<file path="config.mk">
export PLATFORM = sky130hd
export DESIGN_NAME = sdram_pattern_tester
export DESIGN_NICKNAME = d
export VERILOG_FILES = /design/src/rtl/sdram_pattern_tester.sv
export SDC_FILE = /design/constraint.sdc
export NUM_CORES = 1
export LEC_CHECK = 0
export ABC_AREA = 1
export CAP_MARGIN = 10
export CORE_MARGIN = 3
export CORE_UTILIZATION = 49
export CTS_CLUSTER_SIZE = 40
export DETAILED_ROUTE_END_ITERATION = 12
export PLACE_DENSITY_LB_ADDON = 0.05
export SLEW_MARGIN = 20
export SYNTH_ARGS = -nofsm -noshare
export SYNTH_HDL_FRONTEND = slang
export SYNTH_SLANG_ARGS = --single-unit
</file>
<file path="constraint.sdc">
create_clock -name clk -period 2.1 [get_ports clk]
set_clock_uncertainty 0.1 [all_clocks]
set_input_delay 0.42 -clock clk [delete_from_list [all_inputs] [get_ports clk]]
set_output_delay 0.42 -clock clk [all_outputs]
set_load 0.01 [all_outputs]
</file>
<file path="src/rtl/sdram_pattern_tester.sv">
// SDRAM soak-test engine: writes a pattern over 0..addr_limit, reads it back and counts mismatches.
// One access every two cycles plus controller ack delay; request fields hold until ack.
module sdram_pattern_tester #(
    parameter int          ADDR_WIDTH    = 24,
    parameter int          DATA_WIDTH    = 16,
    parameter logic [15:0] LFSR_SEED     = 16'hACE1,
    parameter int          ERR_WIDTH     = 16,
    parameter int          PASS_WIDTH    = 16,
    parameter int          STOP_ON_ERROR = 0
) (
    input  logic                  clk,
    input  logic                  reset_in,
    input  logic                  start,
    input  logic                  continuous,
    input  logic [1:0]            mode,
    input  logic [ADDR_WIDTH-1:0] addr_limit,
    output logic                  req,
    output logic                  we,
    output logic [ADDR_WIDTH-1:0] addr,
    output logic [DATA_WIDTH-1:0] wdata,
    input  logic                  ack,
    input  logic [DATA_WIDTH-1:0] rdata,
    output logic                  busy,
    output logic                  done,
    output logic [PASS_WIDTH-1:0] pass_count,
    output logic [ERR_WIDTH-1:0]  err_count,
    output logic [ADDR_WIDTH-1:0] err_addr,
    output logic [DATA_WIDTH-1:0] err_expected,
    output logic [DATA_WIDTH-1:0] err_got
);
    typedef enum logic [1:0] {S_IDLE, S_FILL, S_VERIFY, S_DONE} state_t;

    state_t                r_state, w_state_nxt;
    logic [1:0]            r_mode, w_mode_nxt;
    logic [ADDR_WIDTH-1:0] r_limit, w_limit_nxt;
    logic                  r_req, w_req_nxt;
    logic                  r_we, w_we_nxt;
    logic [ADDR_WIDTH-1:0] r_addr, w_addr_nxt;
    logic [DATA_WIDTH-1:0] r_wdata, w_wdata_nxt;
    logic [15:0]           r_lfsr, w_lfsr_nxt;
    logic [PASS_WIDTH-1:0] r_pass, w_pass_nxt;
    logic [ERR_WIDTH-1:0]  r_err, w_err_nxt;
    logic [ADDR_WIDTH-1:0] r_err_addr, w_err_addr_nxt;
    logic [DATA_WIDTH-1:0] r_err_exp, w_err_exp_nxt;
    logic [DATA_WIDTH-1:0] r_err_got, w_err_got_nxt;
    logic [DATA_WIDTH-1:0] w_expected;
    logic [PASS_WIDTH-1:0] w_pass_inc;
    logic                  w_last;
    logic                  w_mismatch;

    function automatic logic [15:0] f_lfsr_step(input logic [15:0] l);
        return {1'b0, l[15:1]} ^ (l[0] ? 16'hB400 : 16'h0000);
    endfunction

    // A zero seed would lock the LFSR, so fall back to the base seed.
    function automatic logic [15:0] f_seed(input logic [PASS_WIDTH-1:0] p);
        logic [15:0] s;
        s = LFSR_SEED ^ 16'(p);
        return (s == 16'h0000) ? LFSR_SEED : s;
    endfunction

    function automatic logic [DATA_WIDTH-1:0] f_pattern(input logic [1:0] m,
                                                        input logic [ADDR_WIDTH-1:0] a,
                                                        input logic [15:0] l);
        logic [DATA_WIDTH-1:0] d_addr;
        logic [4:0]            idx;
        d_addr = DATA_WIDTH'(a);
        idx    = 5'(a) & 5'(DATA_WIDTH - 1);
        case (m)
            2'd0:    return d_addr;
            2'd1:    return ~d_addr;
            2'd2:    return (DATA_WIDTH == 32) ? DATA_WIDTH'({l, ~l}) : DATA_WIDTH'(l);
            default: return DATA_WIDTH'(1) << idx;
        endcase
    endfunction

    always_ff @(posedge clk or negedge reset_in) begin
        if (!reset_in) begin
            r_state    <= S_IDLE;
            r_mode     <= '0;
            r_limit    <= '0;
            r_req      <= 1'b0;
            r_we       <= 1'b0;
            r_addr     <= '0;
            r_wdata    <= '0;
            r_lfsr     <= LFSR_SEED;
            r_pass     <= '0;
            r_err      <= '0;
            r_err_addr <= '0;
            r_err_exp  <= '0;
            r_err_got  <= '0;
        end else begin
            r_state    <= w_state_nxt;
            r_mode     <= w_mode_nxt;
            r_limit    <= w_limit_nxt;
            r_req      <= w_req_nxt;
            r_we       <= w_we_nxt;
            r_addr     <= w_addr_nxt;
            r_wdata    <= w_wdata_nxt;
            r_lfsr     <= w_lfsr_nxt;
            r_pass     <= w_pass_nxt;
            r_err      <= w_err_nxt;
            r_err_addr <= w_err_addr_nxt;
            r_err_exp  <= w_err_exp_nxt;
            r_err_got  <= w_err_got_nxt;
        end
    end

    always_comb begin
        w_state_nxt    = r_state;
        w_mode_nxt     = r_mode;
        w_limit_nxt    = r_limit;
        w_req_nxt      = r_req;
        w_we_nxt       = r_we;
        w_addr_nxt     = r_addr;
        w_wdata_nxt    = r_wdata;
        w_lfsr_nxt     = r_lfsr;
        w_pass_nxt     = r_pass;
        w_err_nxt      = r_err;
        w_err_addr_nxt = r_err_addr;
        w_err_exp_nxt  = r_err_exp;
        w_err_got_nxt  = r_err_got;
        w_expected     = f_pattern(r_mode, r_addr, r_lfsr);
        w_pass_inc     = r_pass + PASS_WIDTH'(1);
        // Compare before incrementing so an all-ones limit never wraps early.
        w_last         = (r_addr == r_limit);
        w_mismatch     = (rdata != w_expected);

        case (r_state)
            S_IDLE, S_DONE: begin
                if (start) begin
                    w_state_nxt    = S_FILL;
                    w_mode_nxt     = mode;
                    w_limit_nxt    = addr_limit;
                    w_addr_nxt     = '0;
                    w_lfsr_nxt     = f_seed('0);
                    w_pass_nxt     = '0;
                    w_err_nxt      = '0;
                    w_err_addr_nxt = '0;
                    w_err_exp_nxt  = '0;
                    w_err_got_nxt  = '0;
                end
            end
            S_FILL, S_VERIFY: begin
                if (!r_req) begin
                    // Idle gap cycle after each ack: launch the next access.
                    w_req_nxt = 1'b1;
                    w_we_nxt  = (r_state == S_FILL);
                    if (r_state == S_FILL)
                        w_wdata_nxt = w_expected;
                end else if (ack) begin
                    w_req_nxt  = 1'b0;
                    w_lfsr_nxt = f_lfsr_step(r_lfsr);
                    w_addr_nxt = r_addr + ADDR_WIDTH'(1);
                    if (r_state == S_FILL) begin
                        if (w_last) begin
                            w_state_nxt = S_VERIFY;
                            w_addr_nxt  = '0;
                            w_lfsr_nxt  = f_seed(r_pass);
                        end
                    end else begin
                        if (w_mismatch) begin
                            if (r_err != '1)
                                w_err_nxt = r_err + ERR_WIDTH'(1);
                            if (r_err == '0) begin
                                w_err_addr_nxt = r_addr;
                                w_err_exp_nxt  = w_expected;
                                w_err_got_nxt  = rdata;
                            end
                        end
                        if (w_mismatch && (STOP_ON_ERROR != 0)) begin
                            w_state_nxt = S_DONE;
                        end else if (w_last) begin
                            w_pass_nxt = w_pass_inc;
                            w_addr_nxt = '0;
                            if (continuous) begin
                                w_state_nxt = S_FILL;
                                w_lfsr_nxt  = f_seed(w_pass_inc);
                            end else begin
                                w_state_nxt = S_DONE;
                            end
                        end
                    end
                end
            end
            default: w_state_nxt = S_IDLE;
        endcase
    end

    assign req          = r_req;
    assign we           = r_we;
    assign addr         = r_addr;
    assign wdata        = r_wdata;
    assign busy         = (r_state == S_FILL) || (r_state == S_VERIFY);
    assign done         = (r_state == S_DONE);
    assign pass_count   = r_pass;
    assign err_count    = r_err;
    assign err_addr     = r_err_addr;
    assign err_expected = r_err_exp;
    assign err_got      = r_err_got;
endmodule

</file>
==> results.txt <==
Number of CTS-inserted buffers = 17
Die area = 23110 sq um
DR vias = 11724
Finish-stage setup viols = 129
Die height = 152.0 microns
FF-to-FF path depth = 15
Global-route wire length before repair = 57.62 mm
Net Count, Synth = 1573
Mapped Area = 10450 sq um
Largest net degree at the start of global routing = 53
Rows = 52
Clk sink count = 174
# nets final = 1939
Io pins = 179
Max incr delay on CP = 0.45 ns
M3 GR Usage = 0.04863
Peak supply drop = 0.8113 mV
Max-slew headroom = 0.6657
Share of layout cells above drive strength 1 = 0.2439
Commonest non-fill, non-tap cell in the layout = nand2_1
Final core area utilization = 0.7619
Gr ovfl total = 0
Worst Path Arrival = 2.69 ns
Initial antenna violation count = 0
Setup TNS = -25.66 ns
Vias in the first global route = 11190
Critical path's slowest cell = dfrtp_2
Fmax = 0.4111 GHz
Initial Util = 0.5082
Worst setup path startpoint = addr[0]$_DFFE_PN0P_
Hold WC Path Type = in -> async
Data required time at the worst endpoint = 2.35 ns
Post-DP HPWL = 25.07 mm
Cell count after synthesis = 1511
Netlist cell types = 40
Iteration-0 DRC Markers = 877
Final min period = 2.432 ns
DRC viols = 0
CP top delay family = simple AND/OR/NAND/NOR gates
Most frequent cells in the layout = nand2_1 (483), buf_4 (200), clkdlybuf4s50_1 (166)
Post-route setup slack = -0.3323 ns
H-tree depth = 4
Max Fanout on Critical Path = 7
Synth Register Bits = 174
PwrDens = 1384 nW/um^2
Most Frequent Cell on Critical Path = buf_6
Met2 Use GR = 0.4977
Slew @ Worst Pin = 0.5014 ns
Max-slew violations = 0
Core Region = 20560 sq um
RSZ-0062 raised after global routing = true
Layout area overhead = 49.92%
I/O Buffers = 178
CP Class = reg -> reg
Max-cap violation count = 0
DR WL/cell = 16.71 microns
Width of the die = 152.0 microns
Sequential area share after synthesis = 0.4177
Clock Tree Buf Depth = 2
Grt peak-use layer = met2
Leakage power = 7.649 nW
Reg2Reg Setup Slack = -0.33 ns
Clk slew on worst S/H paths = 0.07 ns
Final period util = 1.158
TritonCTS clock tree = done
Final wirelength = 36.10 mm
Worst skew pair latency = 0.44 ns
Status = finished, violations left
Worst R2R Start = addr[0]$_DFFE_PN0P_
Routability congestion estimate = 0.9355
YS warnings = 0
Dpl cells = 2073
Reg2reg end = pass_count[9]$_DFFE_PN0P_
First-pass iteration count of the detailed router = 5
Cell Chain, Critical Path = inv_4, buf_6, nand2_1, nand2_1, nor2_2, nand2_2, buf_6, nor2_4, nand3_4, nand2_2, nand2_4, nor2_4, buf_6, nand3_2, o21ai_2
Vias/cell = 5.428
Violations in the final reports = negative setup slack
Root buf cell = clkbuf_16
Met1 Use GR = 0.4221
N_diodes = 0
Final ANT Viol Nets = 0
Startpoint Class = register
Total track usage = 0.3042
Mapped Avg Cell Area = 6.915 sq um
Finished Layout Cells = 2160
Final hold vios = 0
CP endpoint kind = register
CP bufs+invs = 4
==> cell families (layout without fill, tap and decap cells) <==
group,count (synthesis),in the layout,synth area share
compound gates,155,155,0.07808
flops,174,174,0.4177
buf+inv,224,603,0.09232
mux,4,4,0.004311
fa+ha+maj,15,15,0.01796
xor+xnor,25,25,0.02096
simple gates,914,914,0.3687
==> timing repair <==
item / in CTS / in global routing
gates cloned: 8 / 2
pin swaps: 27 / 32
endpoints found under the hold margin: 143 / 0
endpoints found under the setup margin: 136 / 140
gates resized for setup: 145 / 97
buffers inserted: 38 / 12
hold buffers: 1 / 0
==> how the worst max path moves through the flow <==
stage                     cells past startpoint                   endpoint  slack [ns]
final                                        15  pass_count[9]$_DFFE_PN0P_       -0.33
after global routing                         18      r_lfsr[1]$_DFFE_PN0P_       -0.38
after CTS                                    16   err_addr[23]$_DFFE_PN0P_       -0.22
after detailed placement                      9       addr[17]$_DFFE_PN0P_       -0.32
after global placement                        9       addr[17]$_DFFE_PN0P_       -0.25
after floorplan                              16    err_addr[0]$_DFFE_PN0P_       0.002
==> where the power goes <==
group	total, mW	internal (mW)	switching (mW)
registers	5.15	4.39	0.765
logic	13.4	5.86	7.52
clock network	3.15	1.62	1.53
==> sequential cells by signal, indices dropped and copies added, names as in the netlist <==
| register | cells |
|---|---|
| addr | 24 |
| err_addr | 24 |
| err_count | 16 |
| err_expected | 16 |
| err_got | 16 |
| pass_count | 16 |
| r_lfsr | 16 |
| r_limit | 24 |
| r_mode | 2 |
| r_state | 2 |
| req | 1 |
| wdata | 16 |
| we | 1 |
==> synthesized netlist by cell type, drive strengths merged <==
library cell    n  share of area
a211oi          2         0.0014
a21boi          1        0.00072
a21oi          56          0.027
a32o            1        0.00096
a41oi           1        0.00084
buf            45          0.028
clkbuf         33          0.012
clkinv          1        0.00048
dfrtp         166           0.40
dfstp           8          0.020
ha             15          0.018
inv           145          0.052
mux2            4         0.0043
nand2         514           0.18
nand3         103          0.051
nand3b          2         0.0014
nand4          69          0.041
nor2          190          0.071
nor3           20         0.0096
nor3b           2         0.0014
nor4            6         0.0036
o211ai          1        0.00072
o21ai          81          0.039
o22ai          12         0.0078
or2             8         0.0048
xnor2           3         0.0025
xor2           22          0.018
==> layer usage <==
metal / up-vias / routed length [microns]
li1: 5569 / -
met1: 5525 / 15250
met2: 550 / 17010
met3: 80 / 2884
met4: 0 / 958
met5: - / 0
==> cell type report <==
class	count	area, sq um
multi-input cells	1113	5761
fillers	1569	4895
flip-flops and latches	174	4379
repair buffers	425	4020
inverters	146	580.6
clock buffers	18	439.2
well taps	270	337.8
clock inverters	14	147.6
==> metrics by stage <==
stage / hold WS [ns] / instance area [sq um] / setup WS (ns) / total power [mW]
4_1_cts: 0.2587 / 15340 / -0.2235 / 21.13
3_5_place_dp: 0.1544 / 13780 / -0.3210 / 15.97
6_report: 0.2650 / 15670 / -0.3323 / 21.68
5_1_grt: 0.2700 / 15670 / -0.3796 / 23.08
2_1_floorplan: 0.02441 / 10500 / 0.002371 / 11.16
3_3_place_gp: 0.1532 / 13780 / -0.2536 / 15.79
(Power assumes the default switching activity.)
